===== config.mk =====
export PLATFORM = sky130hd
export DESIGN_NAME = bus_arbiter
export DESIGN_NICKNAME = d
export VERILOG_FILES = /design/src/rtl/bus_arbiter.sv
export SDC_FILE = /design/constraint.sdc
export NUM_CORES = 1
export LEC_CHECK = 0
export BUFFER_PORTS_ARGS = -buffer_cell sky130_fd_sc_hd__buf_2
export CORE_MARGIN = 8
export CORE_UTILIZATION = 54
export CTS_BUF_LIST = sky130_fd_sc_hd__clkbuf_8
export CTS_CLUSTER_SIZE = 8
export DETAILED_ROUTE_END_ITERATION = 8
export HOLD_SLACK_MARGIN = 0.12
export PLACE_DENSITY = 0.81
export SYNTH_ARGS = -nofsm -noshare
export SYNTH_HDL_FRONTEND = slang
export SYNTH_SLANG_ARGS = --single-unit

===== constraint.sdc =====
create_clock -name clk -period 2.03 [get_ports clk]
set_clock_uncertainty 0.1 [all_clocks]
set_input_delay 0.3045 -clock clk [delete_from_list [all_inputs] [get_ports clk]]
set_output_delay 0.3045 -clock clk [all_outputs]
set_load 0.005 [all_outputs]

===== src/rtl/bus_arbiter.sv =====
// Two-master round-robin arbiter onto a single shared slave bus.
// Each master gets one pending slot; the bus runs IDLE -> ISSUE -> WAIT with a timeout.
module bus_arbiter #(
  parameter int unsigned TIMEOUT = 15
) (
  input  logic        clk,
  input  logic        reset_n,
  input  logic [31:0] m0_addr,
  input  logic [31:0] m0_wdata,
  input  logic [3:0]  m0_wmask,
  input  logic        m0_rstrb,
  output logic [31:0] m0_rdata,
  output logic        m0_rbusy,
  output logic        m0_wbusy,
  input  logic [31:0] m1_addr,
  input  logic [31:0] m1_wdata,
  input  logic [3:0]  m1_wmask,
  input  logic        m1_rstrb,
  output logic [31:0] m1_rdata,
  output logic        m1_rbusy,
  output logic        m1_wbusy,
  output logic [31:0] s_addr,
  output logic [31:0] s_wdata,
  output logic [3:0]  s_wmask,
  output logic        s_rstrb,
  input  logic [31:0] s_rdata,
  input  logic        s_ack,
  output logic        gnt_id,
  output logic        busy,
  input  logic        err_clr,
  output logic        timeout_err,
  output logic [1:0]  dbg_state_o
);

  typedef enum logic [1:0] {
    S_IDLE  = 2'd0,
    S_ISSUE = 2'd1,
    S_WAIT  = 2'd2
  } state_e;

  localparam logic [7:0]  CNT_LAST      = 8'(TIMEOUT - 1);
  localparam logic [31:0] TIMEOUT_RDATA = 32'hDEADBEEF;

  state_e            state_q, state_d;
  logic [1:0]        pend_q, pend_d;
  logic [1:0]        wr_q, wr_d;
  logic [1:0][31:0]  addr_q, addr_d;
  logic [1:0][31:0]  wdata_q, wdata_d;
  logic [1:0][3:0]   wmask_q, wmask_d;
  logic [1:0][31:0]  rdata_q, rdata_d;
  logic [31:0]       s_addr_q, s_addr_d;
  logic [31:0]       s_wdata_q, s_wdata_d;
  logic [3:0]        s_wmask_q, s_wmask_d;
  logic              s_rstrb_q, s_rstrb_d;
  logic              gnt_q, gnt_d;
  logic              last_q, last_d;
  logic              err_q, err_d;
  logic [7:0]        cnt_q, cnt_d;

  logic [1:0][31:0]  m_addr, m_wdata;
  logic [1:0][3:0]   m_wmask;
  logic [1:0]        m_rstrb;
  logic              grant_sel;

  assign m_addr  = {m1_addr, m0_addr};
  assign m_wdata = {m1_wdata, m0_wdata};
  assign m_wmask = {m1_wmask, m0_wmask};
  assign m_rstrb = {m1_rstrb, m0_rstrb};

  // last_q holds the master served most recently; reset value 1 favours m0.
  assign grant_sel = (&pend_q) ? ~last_q : pend_q[1];

  always_comb begin
    state_d   = state_q;
    pend_d    = pend_q;
    wr_d      = wr_q;
    addr_d    = addr_q;
    wdata_d   = wdata_q;
    wmask_d   = wmask_q;
    rdata_d   = rdata_q;
    s_addr_d  = s_addr_q;
    s_wdata_d = s_wdata_q;
    s_wmask_d = 4'h0;
    s_rstrb_d = 1'b0;
    gnt_d     = gnt_q;
    last_d    = last_q;
    cnt_d     = cnt_q;
    err_d     = err_q;

    if (err_clr) err_d = 1'b0;

    for (int i = 0; i < 2; i++) begin
      if (((|m_wmask[i]) || m_rstrb[i]) && !pend_q[i]) begin
        pend_d[i]  = 1'b1;
        wr_d[i]    = |m_wmask[i];
        addr_d[i]  = m_addr[i];
        wdata_d[i] = m_wdata[i];
        wmask_d[i] = m_wmask[i];
      end
    end

    case (state_q)
      S_IDLE: begin
        if (|pend_q) begin
          state_d   = S_ISSUE;
          gnt_d     = grant_sel;
          s_addr_d  = addr_q[grant_sel];
          s_wdata_d = wdata_q[grant_sel];
          if (wr_q[grant_sel]) s_wmask_d = wmask_q[grant_sel];
          else                 s_rstrb_d = 1'b1;
        end
      end
      S_ISSUE: begin
        state_d = S_WAIT;
        cnt_d   = 8'd0;
      end
      S_WAIT: begin
        // An ack in the limit cycle still counts as a normal completion.
        if (s_ack || cnt_q == CNT_LAST) begin
          state_d       = S_IDLE;
          pend_d[gnt_q] = 1'b0;
          last_d        = gnt_q;
          if (!wr_q[gnt_q]) rdata_d[gnt_q] = s_ack ? s_rdata : TIMEOUT_RDATA;
          if (!s_ack) err_d = 1'b1;
        end else begin
          cnt_d = cnt_q + 8'd1;
        end
      end
      default: state_d = S_IDLE;
    endcase
  end

  always_ff @(posedge clk or negedge reset_n) begin
    if (!reset_n) begin
      state_q   <= S_IDLE;
      pend_q    <= '0;
      wr_q      <= '0;
      addr_q    <= '0;
      wdata_q   <= '0;
      wmask_q   <= '0;
      rdata_q   <= '0;
      s_addr_q  <= '0;
      s_wdata_q <= '0;
      s_wmask_q <= '0;
      s_rstrb_q <= 1'b0;
      gnt_q     <= 1'b0;
      last_q    <= 1'b1;
      cnt_q     <= '0;
      err_q     <= 1'b0;
    end else begin
      state_q   <= state_d;
      pend_q    <= pend_d;
      wr_q      <= wr_d;
      addr_q    <= addr_d;
      wdata_q   <= wdata_d;
      wmask_q   <= wmask_d;
      rdata_q   <= rdata_d;
      s_addr_q  <= s_addr_d;
      s_wdata_q <= s_wdata_d;
      s_wmask_q <= s_wmask_d;
      s_rstrb_q <= s_rstrb_d;
      gnt_q     <= gnt_d;
      last_q    <= last_d;
      cnt_q     <= cnt_d;
      err_q     <= err_d;
    end
  end

  assign m0_rbusy    = pend_q[0] & ~wr_q[0];
  assign m0_wbusy    = pend_q[0] &  wr_q[0];
  assign m1_rbusy    = pend_q[1] & ~wr_q[1];
  assign m1_wbusy    = pend_q[1] &  wr_q[1];
  assign m0_rdata    = rdata_q[0];
  assign m1_rdata    = rdata_q[1];
  assign s_addr      = s_addr_q;
  assign s_wdata     = s_wdata_q;
  assign s_wmask     = s_wmask_q;
  assign s_rstrb     = s_rstrb_q;
  assign gnt_id      = gnt_q;
  assign busy        = (state_q != S_IDLE);
  assign timeout_err = err_q;
  assign dbg_state_o = state_q;

endmodule


### Word level (Yosys, flattened, before mapping)

Cells that the tools add are included.
Widths: inputs -> output; s select.

* register bits: 286
* logic and storage cells: 96

* bitwise gates (word level): 10
* mux-type cells: 36
* add/subtract/negate cells: 1
* reduce and logical (&&, ||, !) cells: 20
* eq/ne operators: 6
* magnitude comparators: 3

Operator list (number)
* $mux 32: 6
* $bwmux 64: 1
* $demux 32 s1: 1
* $mux 4: 5
* $pmux 8 s2: 1
* $mux 1: 15
* $reduce_and 2->1: 5
* $add 8x1->8 const B: 1
* $eq 8x4->1 const B: 1
* $mux 2: 4
* $mux 8: 1
* $reduce_or 4->1: 2
* $ne 2x2->1 const B: 3
* $pmux 2 s3: 1
* $and 1x1->1: 4
* $lt 1x2->1 const B: 2
* $not 1->1: 4
* $reduce_bool 2->1: 2
* $logic_and 1x1->1: 3
* $logic_or 1x1->1: 3
* $reduce_and 3->1: 1
* $and 2x2->2: 1
* $eq 2x1->1 const B: 1
* $eq 2x2->1 const B: 1
* other kinds (6): 7

### Longest topological paths before layout

Gate-level depths: netlist (run 1).

* depth in word-level cells: 8
* mapped depth: 7

### Worst setup path after synthesis (run 1)

OpenSTA, ideal clock, no wires.

* kind: flip-flop to flip-flop
* start: reg cnt_q[0]
* end: reg rdata_q (netlist bit m1_rdata[10])
* path slack: 165 ps
* data arrival time: 1699 ps
* stages on the path, launching flop included: 8
* buffers on the path: 1
* period minus slack after synthesis: 1865 ps
* setup time: 66 ps
* path through: dfrtp_1 -> inv_1 -> ha_1 -> nor3b_1 -> a21oi_1 -> nor3_4 -> buf_4 -> o32a_1

* cells in the longest elaborated chain, start to end: 3

RTL lines
* start, declared: line 58 `logic [7:0] cnt_q, cnt_d;`
* start signal, assigned: line 164 `cnt_q <= cnt_d;`
* $eq 8x4->1: line 119 `if (s_ack || cnt_q == CNT_LAST) begin`
* $logic_or 1x1->1: line 119
* $reduce_and 3->1 (no line)
* end signal, assigned: line 157 `rdata_q <= rdata_d;`
* end, declared: line 50 `logic [1:0][31:0] rdata_q, rdata_d;`

No other way between the ends.
A chain may end at the register's enable or synchronous reset.

### Worst setup path after layout (run 1)

* start: in m0_wmask[1]
* end: reg addr_q[24] in the netlist's numbering

* cells in the longest elaborated chain, start to end: 3

RTL lines
* start, declared: line 10 `input logic [3:0] m0_wmask,`
* $reduce_or 4->1: line 93 `if (((|m_wmask[i]) || m_rstrb[i]) && !pend_q[i]) begin`
* $logic_or 1x1->1: line 93
* $logic_and 1x1->1: line 93
* end signal, assigned: line 154 `addr_q <= addr_d;`
* end, declared: line 47 `logic [1:0][31:0] addr_q, addr_d;`

No other way between the ends.

==> results of run 1 <==
## worst max-delay path, stage by stage
cell	delay (ps)
dlygate4sd3_1	530
buf_2	140
or4_4	560
nor2_4	130
nor2_4	80
buf_12	190
mux2_2	340
## per-layer routing
layer / vias to the layer above / global-route usage (%)
li1: 4274 / -
met1: 4808 / 31.52
met2: 513 / 46.76
met3: 132 / 7.720
met4: 0 / 14.65
met5: - / 0
## worst paths after layout
check                                         startpoint                  endpoint  slack [ps]  cells past startpoint
min in group clk                m1_rdata[24]$_DFFE_PN0P_  m1_rdata[24]$_DFFE_PN0P_         390                      1
worst min register to register  m1_rdata[24]$_DFFE_PN0P_  m1_rdata[24]$_DFFE_PN0P_         390                      1
worst min-delay path                             reset_n  m0_rdata[17]$_DFFE_PN0P_         170                      2
max in group asynchronous                        reset_n   wdata_q[34]$_DFFE_PN0P_         970                      3
worst max register to register      cnt_q[1]$_DFFE_PN0P_      cnt_q[2]$_DFFE_PN0P_         150                      5
worst max-delay path                         m0_wmask[1]    addr_q[24]$_DFFE_PN0P_          30                      7
## layout make-up
cell class                 count  share of cell area [%]
clock buffer                  61                   5.127
antenna                        3                 0.04584
tap                          275                   2.101
inverter                       7                  0.1757
clock inverter                21                  0.6495
timing repair buffer         525                   23.33
multi-input combinational    548                   24.85
sequential                   286                   43.71
## power by group
part | internal, uW | switching, uW | total (uW)
clock | 2790 | 2240 | 5040
combinational | 4830 | 4940 | 9770
sequential | 8600 | 1840 | 10400
## cell usage in the layout (no fill, tap or decap), drive strengths merged, types with 2 or more instances in the layout
master       count
nor3b            3
inv             26
nand2b           4
mux2i            3
buf            352
clkbuf          61
o21ai            4
or4              3
o32a            48
nor3             2
nor2            73
a31oi           64
mux2           137
dfrtp          285
and3             4
a22o             2
dlygate4sd3    173
nand3           19
diode            3
and2             3
nand4            2
a32o            17
nand2          141
a21oi            6
ha               2
## repair_timing
action                                 CTS  global route
hold buffers                           173             0
setup endpoints to repair                0            87
gates resized for setup                  0             2
endpoints found under the hold margin  492             0
## flip-flops by register name, summed over array words and instances, names as in the netlist, 2 cells and up
name / count
addr_q: 64
wdata_q: 64
wmask_q: 8
cnt_q: 8
pend_q: 2
m0_rdata: 32
s_wdata: 32
s_addr: 32
m1_rdata: 32
dbg_state_o: 2
wr_q: 2
s_wmask: 4
## kinds of logic (layout without fill, tap and decap cells)
| family | count (synthesis) | after routing | share of synthesized area [%] |
|---|---|---|---|
| DFF | 286 | 286 | 61.99 |
| and+or+nand+nor | 259 | 259 | 9.687 |
| AOI/OAI and AO/OA | 147 | 147 | 10.16 |
| muxes | 140 | 140 | 14.92 |
| buffers and inverters | 72 | 614 | 3.023 |
| adders and majority gates | 2 | 2 | 0.2167 |
| other | 0 | 3 | 0 |
## through the flow
step	cell area, um2	total power, uW	TNS, ps
after detailed placement	13680	19500	0
after global routing	16380	26680	-0.5620
after global placement	13680	19010	0
final	16380	25250	0
after CTS	16360	24800	0
after floorplan	11550	15490	0
==> impl_table.tex, run 1 <==
\begin{tabular}{lr}
\hline
Metric & Value \\
\hline
\multicolumn{2}{l}{\textbf{Run status}} \\
\quad Result of the run & finished clean \\
\multicolumn{2}{l}{\textbf{Logic synthesis}} \\
\quad Number of nets in the synthesized netlist & 1082 \\
\quad Dominant register cell in the synthesized netlist & dfrtp\_1 \\
\quad Largest area contributor in the synthesized netlist & dfrtp\_1 \\
\quad Largest cells by area after synthesis & dfrtp\_1 62\%, mux2\_2 9.5\%, mux2\_4 5.2\% \\
\quad Most frequent cells after synthesis & 285 x dfrtp\_1, 141 x nand2\_1, 97 x mux2\_2 \\
\quad Portion of the post-synthesis area used by sequential elements & 61.99\% \\
\quad Post-Synthesis Mean Instance Area & 12.75 um2 \\
\quad Netlist Area Pre-Place & 0.01155 mm2 \\
\quad Post-Syn Instances & 906 \\
\quad Number of library cell types mapped by synthesis & 43 \\
\quad Synth Register Bits & 286 \\
\quad Share of synthesized flip-flops with an asynchronous set or reset & 100.0\% \\
\quad Post-synth EDFFs & 0 \\
\quad Post-synth top area share & 61.76\% \\
\quad Most common cell in the netlist & dfrtp\_1 \\
\quad Number of synthesis warnings & 0 \\
\multicolumn{2}{l}{\textbf{Place}} \\
\quad Pre-CTS setup slack & 31.96 ps \\
\quad I/O Buffers & 315 \\
\quad Placed insts & 1468 \\
\quad Routability Congestion & 0.8383 \\
\quad DP Wirelength & 21920 um \\
\multicolumn{2}{l}{\textbf{Clocking}} \\
\quad Root Driver & clkbuf\_8 \\
\quad H-Tree Depth & 2 \\
\quad Insertion delay to the later sink of the worst-skew pair & 540 ps \\
\quad Clk sinks & 286 \\
\quad Clock-pin slew reported for the worst setup and hold paths after clock tree synthesis & 60 ps \\
\quad Number of buffers created by CTS & 47 \\
\quad Deepest clock path buffer count & 3 \\
\quad Setup fix buffers added after clock tree synthesis & 0 \\
\quad TritonCTS clock tree & built \\
\multicolumn{2}{l}{\textbf{Cells and area}} \\
\quad Area taken by flip-flops and latches & 0.007158 mm2 \\
\quad Count of placed standard cells in the final layout, fillers left out & 1726 \\
\quad Proportion of layout cells with a drive suffix above 1 & 39.09\% \\
\quad Net total in the final layout & 1591 \\
\quad Fill cell count & 1187 \\
\quad Combined area of the multi-input logic cells & 0.004070 mm2 \\
\quad Growth of design area from synthesis to finish & 41.81\% \\
\quad Share of the core filled with cells & 77.90\% \\
\multicolumn{2}{l}{\textbf{GRT}} \\
\quad Vias in the first global route & 10722 \\
\quad Global-route wire length before repair & 58160 um \\
\quad Total overflow reported by the global router & 0 \\
\quad Pin count of the biggest net entering global routing & 67 \\
\quad GRT Overall Usage & 27.68\% \\
\quad Initial antenna violation count & 3 \\
\multicolumn{2}{l}{\textbf{Die}} \\
\quad Floorplan die area & 0.02632 mm2 \\
\quad Number of top-level pins & 316 \\
\quad Vertical die dimension & 162.2 um \\
\quad Site Rows & 53 \\
\quad Initial Utilization & 54.93\% \\
\quad Die width & 162.2 um \\
\quad Core ar. & 0.02102 mm2 \\
\multicolumn{2}{l}{\textbf{Timing}} \\
\quad Maximum clock frequency & 0.4994 GHz \\
\quad Relative slew margins & 61.33\% \\
\quad Period Utilization, post-route & 98.64\% \\
\quad Final number of setup-violating endpoints & 0 \\
\quad Hold Violations, Final & 0 \\
\quad Least-Margin Pin Slew & 580.0 ps \\
\quad Crit path time final & 2002 ps \\
\quad Post-layout worst setup margin & 27.58 ps \\
\quad Final number of max-transition violations & 0 \\
\quad Tightest hold margin & 168.3 ps \\
\multicolumn{2}{l}{\textbf{Worst setup path}} \\
\quad Arrival time reported for the critical path endpoint & 2310 ps \\
\quad Startpoint kind of the worst setup timing path & input pin \\
\quad Required time at the endpoint of the critical path & 2340 ps \\
\quad Crit-path max FO & 40 \\
\quad Classification of the worst setup path & in2reg \\
\quad Critical Path Sink Type & flip-flop \\
\multicolumn{2}{l}{\textbf{Detailed routing}} \\
\quad Routed length on met1 & 13210 um \\
\quad Post-detailed-route wirelength per cell & 21.34 um \\
\quad Final antenna-violating net count & 0 \\
\quad Highest layer used for signal routing & met4 \\
\quad DRT Pass-1 Iters & 7 \\
\quad Routed wire length on met2 & 18490 um \\
\quad Wire length on met3 & 3313 um \\
\quad DRC violations left & 0 \\
\quad Vias per Instance & 5.636 \\
\quad Number of DRC markers in iteration 0 & 620 \\
\quad Final routed wirelength across all metal layers & 36840 um \\
\quad Detailed-route via count & 9727 \\
\multicolumn{2}{l}{\textbf{Run}} \\
\quad Maximum capacitance violations & 0 \\
\multicolumn{2}{l}{\textbf{Hold path}} \\
\quad Classification of the worst-slack hold path & in2async \\
\multicolumn{2}{l}{\textbf{Power and ir drop}} \\
\quad IR drop worst, VDD & 970.0 uV \\
\quad Leakage power figure & 0.007584 uW \\
\quad Power density over the cells & 1542 mW/mm2 \\
\hline
\end{tabular}
Power figures use the tool's default switching activity.
==> run 2, diff against run 1 <==
--- a/config.mk
+++ b/config.mk
@@ -15,2 +15,3 @@
 export PLACE_DENSITY = 0.81
+export RECOVER_POWER = 25
 export SYNTH_ARGS = -nofsm -noshare
==> constraint.sdc (replaced) <==
create_clock -name clk -period 2.2 [get_ports clk]
set_clock_uncertainty 0.1 [all_clocks]
set_input_delay 0.33 -clock clk [delete_from_list [all_inputs] [get_ports clk]]
set_output_delay 0.33 -clock clk [all_outputs]
set_load 0.01 [all_outputs]
==> run 2 against run 1 <==
Die area unchanged. Worst setup slack gained 5.2 ps. Sequential power shrank 7%. Cell area down 1.7%. Clock power fell by 12%. Largest cell class unchanged. Highest routed layer unchanged. Global-route usage up 0.29 points. Critical path depth is the same.
==> impl_table.tex, run 2 (synthesized netlist as in run 1, its figures left out) <==
\begin{tabular}{lr}
\hline
Metric & Value \\
\hline
\multicolumn{2}{l}{\textbf{Run status}} \\
\quad Result of the run & finished clean \\
\multicolumn{2}{l}{\textbf{Power and ir drop}} \\
\quad Clock power frac & 19.0\% \\
\quad Switching Share & 37.68\% \\
\quad Sequential cell fraction of total power & 41.1\% \\
\quad IR drop worst, VDD & 762.4 uV \\
\quad Power density over the cells & 1455 mW/mm2 \\
\quad Leakage power figure & 0.007476 uW \\
\quad Design internal power & 14590 uW \\
\quad Combinational fraction of design power & 39.9\% \\
\quad Power dissipated by switching net loads & 8823 uW \\
\multicolumn{2}{l}{\textbf{Clocking}} \\
\quad Insertion delay to the later sink of the worst-skew pair & 540 ps \\
\quad Number of buffers created by CTS & 46 \\
\quad Root Driver & clkbuf\_8 \\
\quad H-Tree Depth & 2 \\
\quad Clk sinks & 286 \\
\quad Deepest clock path buffer count & 3 \\
\quad TritonCTS clock tree & built \\
\quad Clock-pin slew reported for the worst setup and hold paths after clock tree synthesis & 60 ps \\
\multicolumn{2}{l}{\textbf{Detailed routing}} \\
\quad Detailed-route via count & 9746 \\
\quad DRC violations left & 0 \\
\quad Wire length on met3 & 3193 um \\
\quad Highest layer used for signal routing & met4 \\
\quad Vias per Instance & 5.679 \\
\quad Final routed wirelength across all metal layers & 37250 um \\
\quad Routed length on met1 & 13470 um \\
\quad Final antenna-violating net count & 0 \\
\quad Number of DRC markers in iteration 0 & 839 \\
\quad Routed wire length on met2 & 18880 um \\
\quad Post-detailed-route wirelength per cell & 21.70 um \\
\quad DRT Pass-1 Iters & 5 \\
\multicolumn{2}{l}{\textbf{Timing}} \\
\quad Tightest hold margin & 158.4 ps \\
\quad Period Utilization, post-route & 98.51\% \\
\quad Unrepaired setup endpoints after global routing & yes \\
\quad Relative slew margins & 3.950\% \\
\quad Hold Violations, Final & 0 \\
\quad Post-layout worst setup margin & 32.78 ps \\
\quad Final number of max-transition violations & 0 \\
\quad Crit path time final & 2167 ps \\
\quad Least-Margin Pin Slew & 1441 ps \\
\quad Maximum clock frequency & 0.4614 GHz \\
\quad Final number of setup-violating endpoints & 0 \\
\quad Setup TNS & 0 ps \\
\multicolumn{2}{l}{\textbf{Die}} \\
\quad Die width & 162.2 um \\
\quad Site Rows & 53 \\
\quad Initial Utilization & 54.93\% \\
\quad Vertical die dimension & 162.2 um \\
\quad Core ar. & 0.02102 mm2 \\
\quad Number of top-level pins & 316 \\
\quad Floorplan die area & 0.02632 mm2 \\
\multicolumn{2}{l}{\textbf{Worst setup path}} \\
\quad Max incr delay on CP & 550 ps \\
\quad Classification of the worst setup path & in2reg \\
\quad Launching point of the worst reg2reg path & cnt\_q[0]\$\_DFFE\_PN0P\_ \\
\quad Flop2flop setup slack & 70 ps \\
\quad Arrival time reported for the critical path endpoint & 2480 ps \\
\quad Critical register-to-register path endpoint & m0\_rdata[13]\$\_DFFE\_PN0P\_ \\
\quad Required time at the endpoint of the critical path & 2510 ps \\
\quad Startpoint kind of the worst setup timing path & input pin \\
\quad Slowest cell on crit path & dlygate4sd3\_1 \\
\quad Ordered cell list for the critical path & dlygate4sd3\_1, buf\_2, or4\_4, nor2\_2, nor2\_4, buf\_4, mux2\_2 \\
\quad Critical Path Sink Type & flip-flop \\
\quad Worst Reg-to-Reg Cells & 6 \\
\quad Crit-path max FO & 16 \\
\multicolumn{2}{l}{\textbf{GRT}} \\
\quad Total overflow reported by the global router & 0 \\
\quad Global-route wire length before repair & 58750 um \\
\quad Vias in the first global route & 10822 \\
\quad Pin count of the biggest net entering global routing & 79 \\
\quad Initial antenna violation count & 4 \\
\quad GRT Overall Usage & 27.97\% \\
\multicolumn{2}{l}{\textbf{Place}} \\
\quad Placed insts & 1459 \\
\quad Routability Congestion & 0.8367 \\
\quad I/O Buffers & 315 \\
\quad DP Wirelength & 21390 um \\
\quad Pre-CTS setup slack & -89.02 ps \\
\multicolumn{2}{l}{\textbf{Cells and area}} \\
\quad Proportion of layout cells with a drive suffix above 1 & 38.55\% \\
\quad Growth of design area from synthesis to finish & 39.36\% \\
\quad Leading cell type in the layout, fill and taps excluded & buf\_2 \\
\quad Count of placed standard cells in the final layout, fillers left out & 1716 \\
\quad Net total in the final layout & 1581 \\
\quad Largest registers & addr\_q: 64 flops, wdata\_q: 64 flops \\
\quad Share of the core filled with cells & 76.55\% \\
\quad Top library cells by usage in the layout, fill and taps aside & 315 x buf\_2, 285 x dfrtp\_1, 173 x dlygate4sd3\_1 \\
\multicolumn{2}{l}{\textbf{Hold path}} \\
\quad Worst Hold Path EP & cnt\_q[4]\$\_DFFE\_PN0P\_ \\
\quad Min-Delay Startpoint & s\_ack \\
\quad Classification of the worst-slack hold path & in2reg \\
\quad Worst Hold Depth & 4 \\
\multicolumn{2}{l}{\textbf{Run}} \\
\quad Maximum capacitance violations & 0 \\
\hline
\end{tabular}
run 2: metal layers:
layer	up-vias	GRT usage [%]
met3	130	7.618
met1	4851	31.62
li1	4254	-
met4	0	14.44
met2	511	47.82
met5	-	0
run 2: how the worst max path moves through the flow:
stage | from | to | slack [ps] | depth (start not counted)
floorplan | cnt_q[0]$_DFFE_PN0P_ | m1_rdata[10]$_DFFE_PN0P_ | 330 | 7
global placement | cnt_q[0]$_DFFE_PN0P_ | m1_rdata[28]$_DFFE_PN0P_ | -60 | 6
detailed placement | cnt_q[0]$_DFFE_PN0P_ | m1_rdata[31]$_DFFE_PN0P_ | -90 | 6
CTS | cnt_q[0]$_DFFE_PN0P_ | m1_rdata[2]$_DFFE_PN0P_ | 90 | 6
global route | cnt_q[0]$_DFFE_PN0P_ | m0_rdata[6]$_DFFE_PN0P_ | -30 | 6
finish | m1_wmask[1] | addr_q[39]$_DFFE_PN0P_ | 30 | 7
run 2: layout make-up:
cell class	count	area [um2]
clock buffer	58	798.3
sequential	286	7158
inverter	7	28.78
tap	275	344.1
multi-input combinational	548	4069
fill	1248	4928
antenna	4	10.01
timing repair buffer	516	3601
clock inverter	22	83.83
run 2: power by group through the flow:
stage / clock [uW] / combinational (uW) / sequential [uW]
after global routing: 4750 / 10100 / 9870
after floorplan: 0 / 5070 / 9720
after CTS: 4430 / 9110 / 9430
final: 4440 / 9350 / 9630
after detailed placement: 0 / 8830 / 9470
after global placement: 0 / 8480 / 9390
run 2: critical path, delay by kind of cell:
family                 cells  cell delay (ps)
buffers and inverters      3              940
muxes                      1              330
and+or+nand+nor            3              860
run 2: what timing repair did:
action	4_1_cts	5_1_grt
gates resized for setup	2	0
pin swaps	12	15
endpoints found under the hold margin	490	0
setup buffers	0	0
hold buffers	173	0
setup endpoints to repair	48	37
run 2: through the flow:
| stage | total power [uW] | cell area, um2 |
|---|---|---|
| 6_report | 23420 | 16090 |
| 4_1_cts | 22970 | 16150 |
| 3_3_place_gp | 17870 | 13530 |
| 3_5_place_dp | 18300 | 13530 |
| 2_1_floorplan | 14800 | 11550 |
| 5_1_grt | 24760 | 16090 |
